File: src/rtl/fetch_ctrl.sv
// IF-stage sequencing controller: PC load/select, imem request handshake, IF/ID valid/flush.
// Optional performance counters are enabled by defining FETCH_PERF_CNT_EN.

package pcmux;
  typedef enum logic [1:0] {
    pc_plus4 = 2'd0,
    alu_out  = 2'd1,
    alu_mod2 = 2'd2
  } pcmux_sel_t;
endpackage

// state | meaning
// BOOT  | post-reset idle, counting RESET_DELAY cycles, no fetch
// REQ   | request outstanding (or starting) for the current PC
// KILL  | stale request outstanding after a redirect, its response is dropped
// HOLD  | fetched instruction held while IF/ID is stalled, no request
module fetch_ctrl #(
  parameter int RESET_DELAY = 1
) (
  input  logic              clk,
  input  logic              rst,
  input  logic              imem_resp,
  input  logic              stall_i,
  input  logic              br_taken,
  input  logic              br_is_jalr,
  output logic              imem_read,
  output logic              load_pc,
  output pcmux::pcmux_sel_t pcmux_sel,
  output logic              if_valid,
  output logic              flush_ifid
`ifdef FETCH_PERF_CNT_EN
  ,
  output logic [31:0]       perf_fetch_cnt,
  output logic [31:0]       perf_kill_cnt,
  output logic [31:0]       perf_stall_cnt
`endif
);

  localparam logic [1:0] S_BOOT = 2'd0;
  localparam logic [1:0] S_REQ  = 2'd1;
  localparam logic [1:0] S_KILL = 2'd2;
  localparam logic [1:0] S_HOLD = 2'd3;

  localparam int            CW      = (RESET_DELAY < 1) ? 1 : $clog2(RESET_DELAY + 1);
  localparam logic [CW-1:0] C_DELAY = CW'(RESET_DELAY);
  localparam logic [CW-1:0] C_ONE   = CW'(1);

  logic [1:0]        r_state;
  logic [1:0]        w_next_state;
  logic [CW-1:0]     r_boot_cnt;
  logic              w_boot_done;
  pcmux::pcmux_sel_t w_target;

  assign w_boot_done = (r_boot_cnt == C_DELAY);
  assign w_target    = br_is_jalr ? pcmux::alu_mod2 : pcmux::alu_out;

  always_ff @(posedge clk or negedge rst) begin
    if (!rst) begin
      r_state    <= S_BOOT;
      r_boot_cnt <= '0;
    end else begin
      r_state <= w_next_state;
      if (r_state == S_BOOT && !w_boot_done)
        r_boot_cnt <= r_boot_cnt + C_ONE;
    end
  end

  // Redirect wins over a same-cycle response; the response is then simply not presented.
  always_comb begin
    w_next_state = r_state;
    imem_read    = 1'b0;
    load_pc      = 1'b0;
    pcmux_sel    = pcmux::pc_plus4;
    if_valid     = 1'b0;
    flush_ifid   = 1'b0;
    case (r_state)
      S_BOOT: begin
        if (w_boot_done)
          w_next_state = S_REQ;
      end
      S_REQ: begin
        imem_read = 1'b1;
        if (br_taken) begin
          flush_ifid = 1'b1;
          load_pc    = 1'b1;
          pcmux_sel  = w_target;
          if (!imem_resp)
            w_next_state = S_KILL;
        end else if (imem_resp) begin
          if_valid = 1'b1;
          if (stall_i)
            w_next_state = S_HOLD;
          else
            load_pc = 1'b1;
        end
      end
      S_KILL: begin
        imem_read = 1'b1;
        if (br_taken) begin
          flush_ifid = 1'b1;
          load_pc    = 1'b1;
          pcmux_sel  = w_target;
        end
        if (imem_resp)
          w_next_state = S_REQ;
      end
      S_HOLD: begin
        if (br_taken) begin
          flush_ifid   = 1'b1;
          load_pc      = 1'b1;
          pcmux_sel    = w_target;
          w_next_state = S_REQ;
        end else begin
          if_valid = 1'b1;
          if (!stall_i) begin
            load_pc      = 1'b1;
            w_next_state = S_REQ;
          end
        end
      end
      default: w_next_state = S_BOOT;
    endcase
  end

`ifdef FETCH_PERF_CNT_EN
  logic w_discard;

  // A response seen while requesting but not presented is exactly a discarded one.
  assign w_discard = imem_resp && imem_read && !if_valid;

  always_ff @(posedge clk or negedge rst) begin
    if (!rst) begin
      perf_fetch_cnt <= '0;
      perf_kill_cnt  <= '0;
      perf_stall_cnt <= '0;
    end else begin
      if (if_valid && load_pc)
        perf_fetch_cnt <= perf_fetch_cnt + 32'd1;
      if (w_discard)
        perf_kill_cnt <= perf_kill_cnt + 32'd1;
      if (r_state == S_HOLD)
        perf_stall_cnt <= perf_stall_cnt + 32'd1;
    end
  end
`endif

  a_valid_flush_excl: assert property (@(posedge clk) disable iff (!rst)
    !(if_valid && flush_ifid));
  a_no_load_in_boot: assert property (@(posedge clk) disable iff (!rst)
    (r_state == S_BOOT) |-> !load_pc);
  a_idle_sel: assert property (@(posedge clk) disable iff (!rst)
    !load_pc |-> (pcmux_sel == pcmux::pc_plus4));

endmodule

File: config.mk
export PLATFORM = sky130hd
export DESIGN_NAME = fetch_ctrl
export DESIGN_NICKNAME = d
export VERILOG_FILES = /design/src/rtl/fetch_ctrl.sv
export SDC_FILE = /design/constraint.sdc
export NUM_CORES = 1
export LEC_CHECK = 0
export CORE_AREA = 2 2 39 41
export CTS_CLUSTER_SIZE = 40
export DETAILED_ROUTE_END_ITERATION = 7
export DIE_AREA = 0 0 41 43
export DONT_BUFFER_PORTS = 1
export SLEW_MARGIN = 15
export SYNTH_ARGS = -nofsm -noshare
export SYNTH_HDL_FRONTEND = slang
export SYNTH_SLANG_ARGS = --single-unit
File: constraint.sdc
create_clock -name clk -period 2.21 [get_ports clk]
set_input_delay 0 -clock clk [delete_from_list [all_inputs] [get_ports clk]]
set_output_delay 0 -clock clk [all_outputs]
set_load 0.01 [all_outputs]
==> results.sh <==
export IMPL_status="complete, no violations"
export IMPL_tightest_slew_ns=0.372
export IMPL_async_flop_share_pct=100
export IMPL_holdCritPathClass="primary input to asynchronous set/reset pin"
export IMPL_path_class="flop to flop"
export IMPL_cts_root_buf="clkbuf_4"
export IMPL_die_w_microns=41
export IMPL_r2r_slack_ns=0.45
export IMPL_power_leakage_nw=0.166
export IMPL_cts_setup_buffers=0
export IMPL_relSlewSlack_pct=75.2
export IMPL_synth_edff_count=0
export IMPL_ys_seq_area_share_pct=28.2
export IMPL_yosys_register_bits=3
export IMPL_crit_path_end="r_state[1]"
export IMPL_path_clk_slew_ns=0.04
export IMPL_fin_crit_ns=1.76
export IMPL_rows=14
export IMPL_cts_tree="done"
export IMPL_r2r_end="r_state[1]"
export IMPL_rsz0062_at_grt="false"
export IMPL_required_ns=2.33
export IMPL_grt_max_degree=6
export IMPL_placed_area_sq_um=287
export IMPL_grt_use_total_pct=8.55
export IMPL_clk_path_buf_depth=2
export IMPL_wl_per_cell_microns=11.1
export IMPL_postSynthAreaPerCell_sq_um=8.60
export IMPL_yosys_top_cells_area="dfrtp_1 (28%), ha_1 (23%), a21oi_1 (7.5%)"
export IMPL_use_met2_pct=10.3
export IMPL_ff2ff_path_depth=5
export IMPL_yosysTopAreaCell="dfrtp_1"
export IMPL_max_cap_violations=0
export IMPL_postLayoutCellArea_sq_um=333
export IMPL_hold_viol_final=0
export IMPL_fill_cells=154
export IMPL_met3_usage_pct=0.524
export IMPL_numCtsBuffers=3
export IMPL_yosysUniqueCellTypes=15
export IMPL_dr_pass1_iters=4
export IMPL_start_util_pct=19.3
export IMPL_gp_congestion=0.707
export IMPL_nets=49
export IMPL_busiest_layer="met1"
export IMPL_syn_inst=31
export IMPL_drc=0
export IMPL_drive_above_1_share_pct=16.2
export IMPL_worst_skew_pair_late_latency_ns=0.23
export IMPL_gr_total_overflow=0
export IMPL_cts_max_level=1
export IMPL_synth_common_cells="ha_1 (5), a21oi_1 (4), inv_1 (4)"
export IMPL_power_per_cell_area_nw_per_um2=1340
export IMPL_final_cells=53
export IMPL_arrival_ns=1.87
export IMPL_synth_top_area_share_pct=28.2
export IMPL_regArea_sq_um=75.1
export IMPL_dpl_hpwl_microns=424
export IMPL_yosysWarnings=0
export IMPL_die_h_microns=43
export IMPL_synth_area_sq_um=267
export IMPL_synth_net_count=42
export IMPL_postRouteAntennaNets=0
export IMPL_post_route_period_util_pct=79.5
export IMPL_grt_met1_usage_pct=11.7
export IMPL_yosysMostFrequentCell="ha_1"
export IMPL_startpoint_type="flop"
export IMPL_clock_skew_ns=0.000166
export IMPL_setup_viol=0
export IMPL_crit_path_max_fanout=4
export IMPL_slew_viol_final=0
export IMPL_grt_pass1_wl_microns=993
export IMPL_synthFlopType="dfrtp_1"
export IMPL_portBuffers=0
export IMPL_endpoint_kind="flop"
export IMPL_die_area_sq_um=1760
export IMPL_postCtsHoldBufs=2
export IMPL_n_antenna_cell=0
export IMPL_cts_resized=0
export IMPL_irDropWorstVdd_mv=0.405
export IMPL_viasPerCell=4.45
export IMPL_startpoint="r_state[0]"
export IMPL_clock_sinks=3
export IMPL_grt_pass1_vias=251
export IMPL_dp_cells=47
export IMPL_r2r_start="r_state[0]"
export IMPL_multi_input_area_sq_um=173
export IMPL_routed_via_count=236
export IMPL_tns_ns=0
export IMPL_drt_initial_drc_count=6
export IMPL_holdWs_ns=0.0153
export IMPL_finalWirelength_microns=589
export IMPL_area_delta_synth_final_pct=24.9
export IMPL_max_freq_ghz=0.569
export IMPL_io_pins=12
export IMPL_placeableCoreArea_sq_um=1380
export IMPL_antenna_found_initial=0
worst min-delay path by stage:
stage	cells after the start	startpoint	to
2_1_floorplan	0	rst	r_boot_cnt
3_3_place_gp	0	rst	r_state[1]
3_5_place_dp	0	rst	r_state[1]
4_1_cts	1	rst	r_boot_cnt
5_1_grt	1	rst	r_boot_cnt
6_report	1	rst	r_boot_cnt
sequential cells by signal, indices dropped and copies added (netlist names):
register and cells:
r_boot_cnt 1, r_state 2
per-stage QoR:
stage | util (%) | setup slack, ns | power [mW]
finish | 24.1 | 0.453 | 0.447
global route | 24.1 | 0.398 | 0.489
CTS | 24.1 | 0.503 | 0.455
detailed placement | 20.7 | 0.521 | 0.345
global placement | 20.7 | 0.573 | 0.337
floorplan | - | 0.667 | 0.305
routing by layer:
metal / vias to the layer above / share of wire [%]
met5: - / 0
met4: 0 / 0
met3: 0 / 7.8
met2: 13 / 45
li1: 115 / -
met1: 108 / 47
cell usage in the layout (no fill, tap or decap), drive strengths merged:
master and n:
dfrtp 3, and4 1, nor3 2, nor2b 1
or2 1, mux2 1, ha 5, dlygate4sd3 2
a222oi 1, and2 2, a21oi 4, o21ai 2
inv 5, clkbuf 4, nor2 3
power by group:
group,internal (mW),switching (mW),leakage [nW]
Combinational,0.107,0.137,0.120
Sequential,0.0818,0.0233,0.0310
Clock,0.0678,0.0310,0.0150
Total,0.256,0.191,0.166
area by class of cell:
| cell class | count | area share (%) |
|---|---|---|
| repair buffers | 2 | 6.02 |
| multi-input cells | 23 | 51.9 |
| clock buffers | 4 | 7.89 |
| inverters | 5 | 5.64 |
| flip-flops and latches | 3 | 22.6 |
| well taps | 16 | 6.02 |
cell families (layout without fill, tap and decap cells):
| logic type | after synthesis | after routing | synth area share [%] |
|---|---|---|---|
| simple gates | 10 | 10 | 20.7 |
| compound gates | 7 | 7 | 15.0 |
| fa+ha+maj | 5 | 5 | 23.5 |
| mux | 1 | 1 | 5.63 |
| buf+inv | 5 | 11 | 7.04 |
| flops | 3 | 3 | 28.2 |
critical path, stage by stage (launching register included):
cell and delay (ns):
dfrtp_1 0.38, inv_1 0.10, ha_1 0.23, a222oi_1 0.41, o21ai_1 0.19, mux2_4 0.32
No activity file was read; power rests on OpenSTA's default activity.
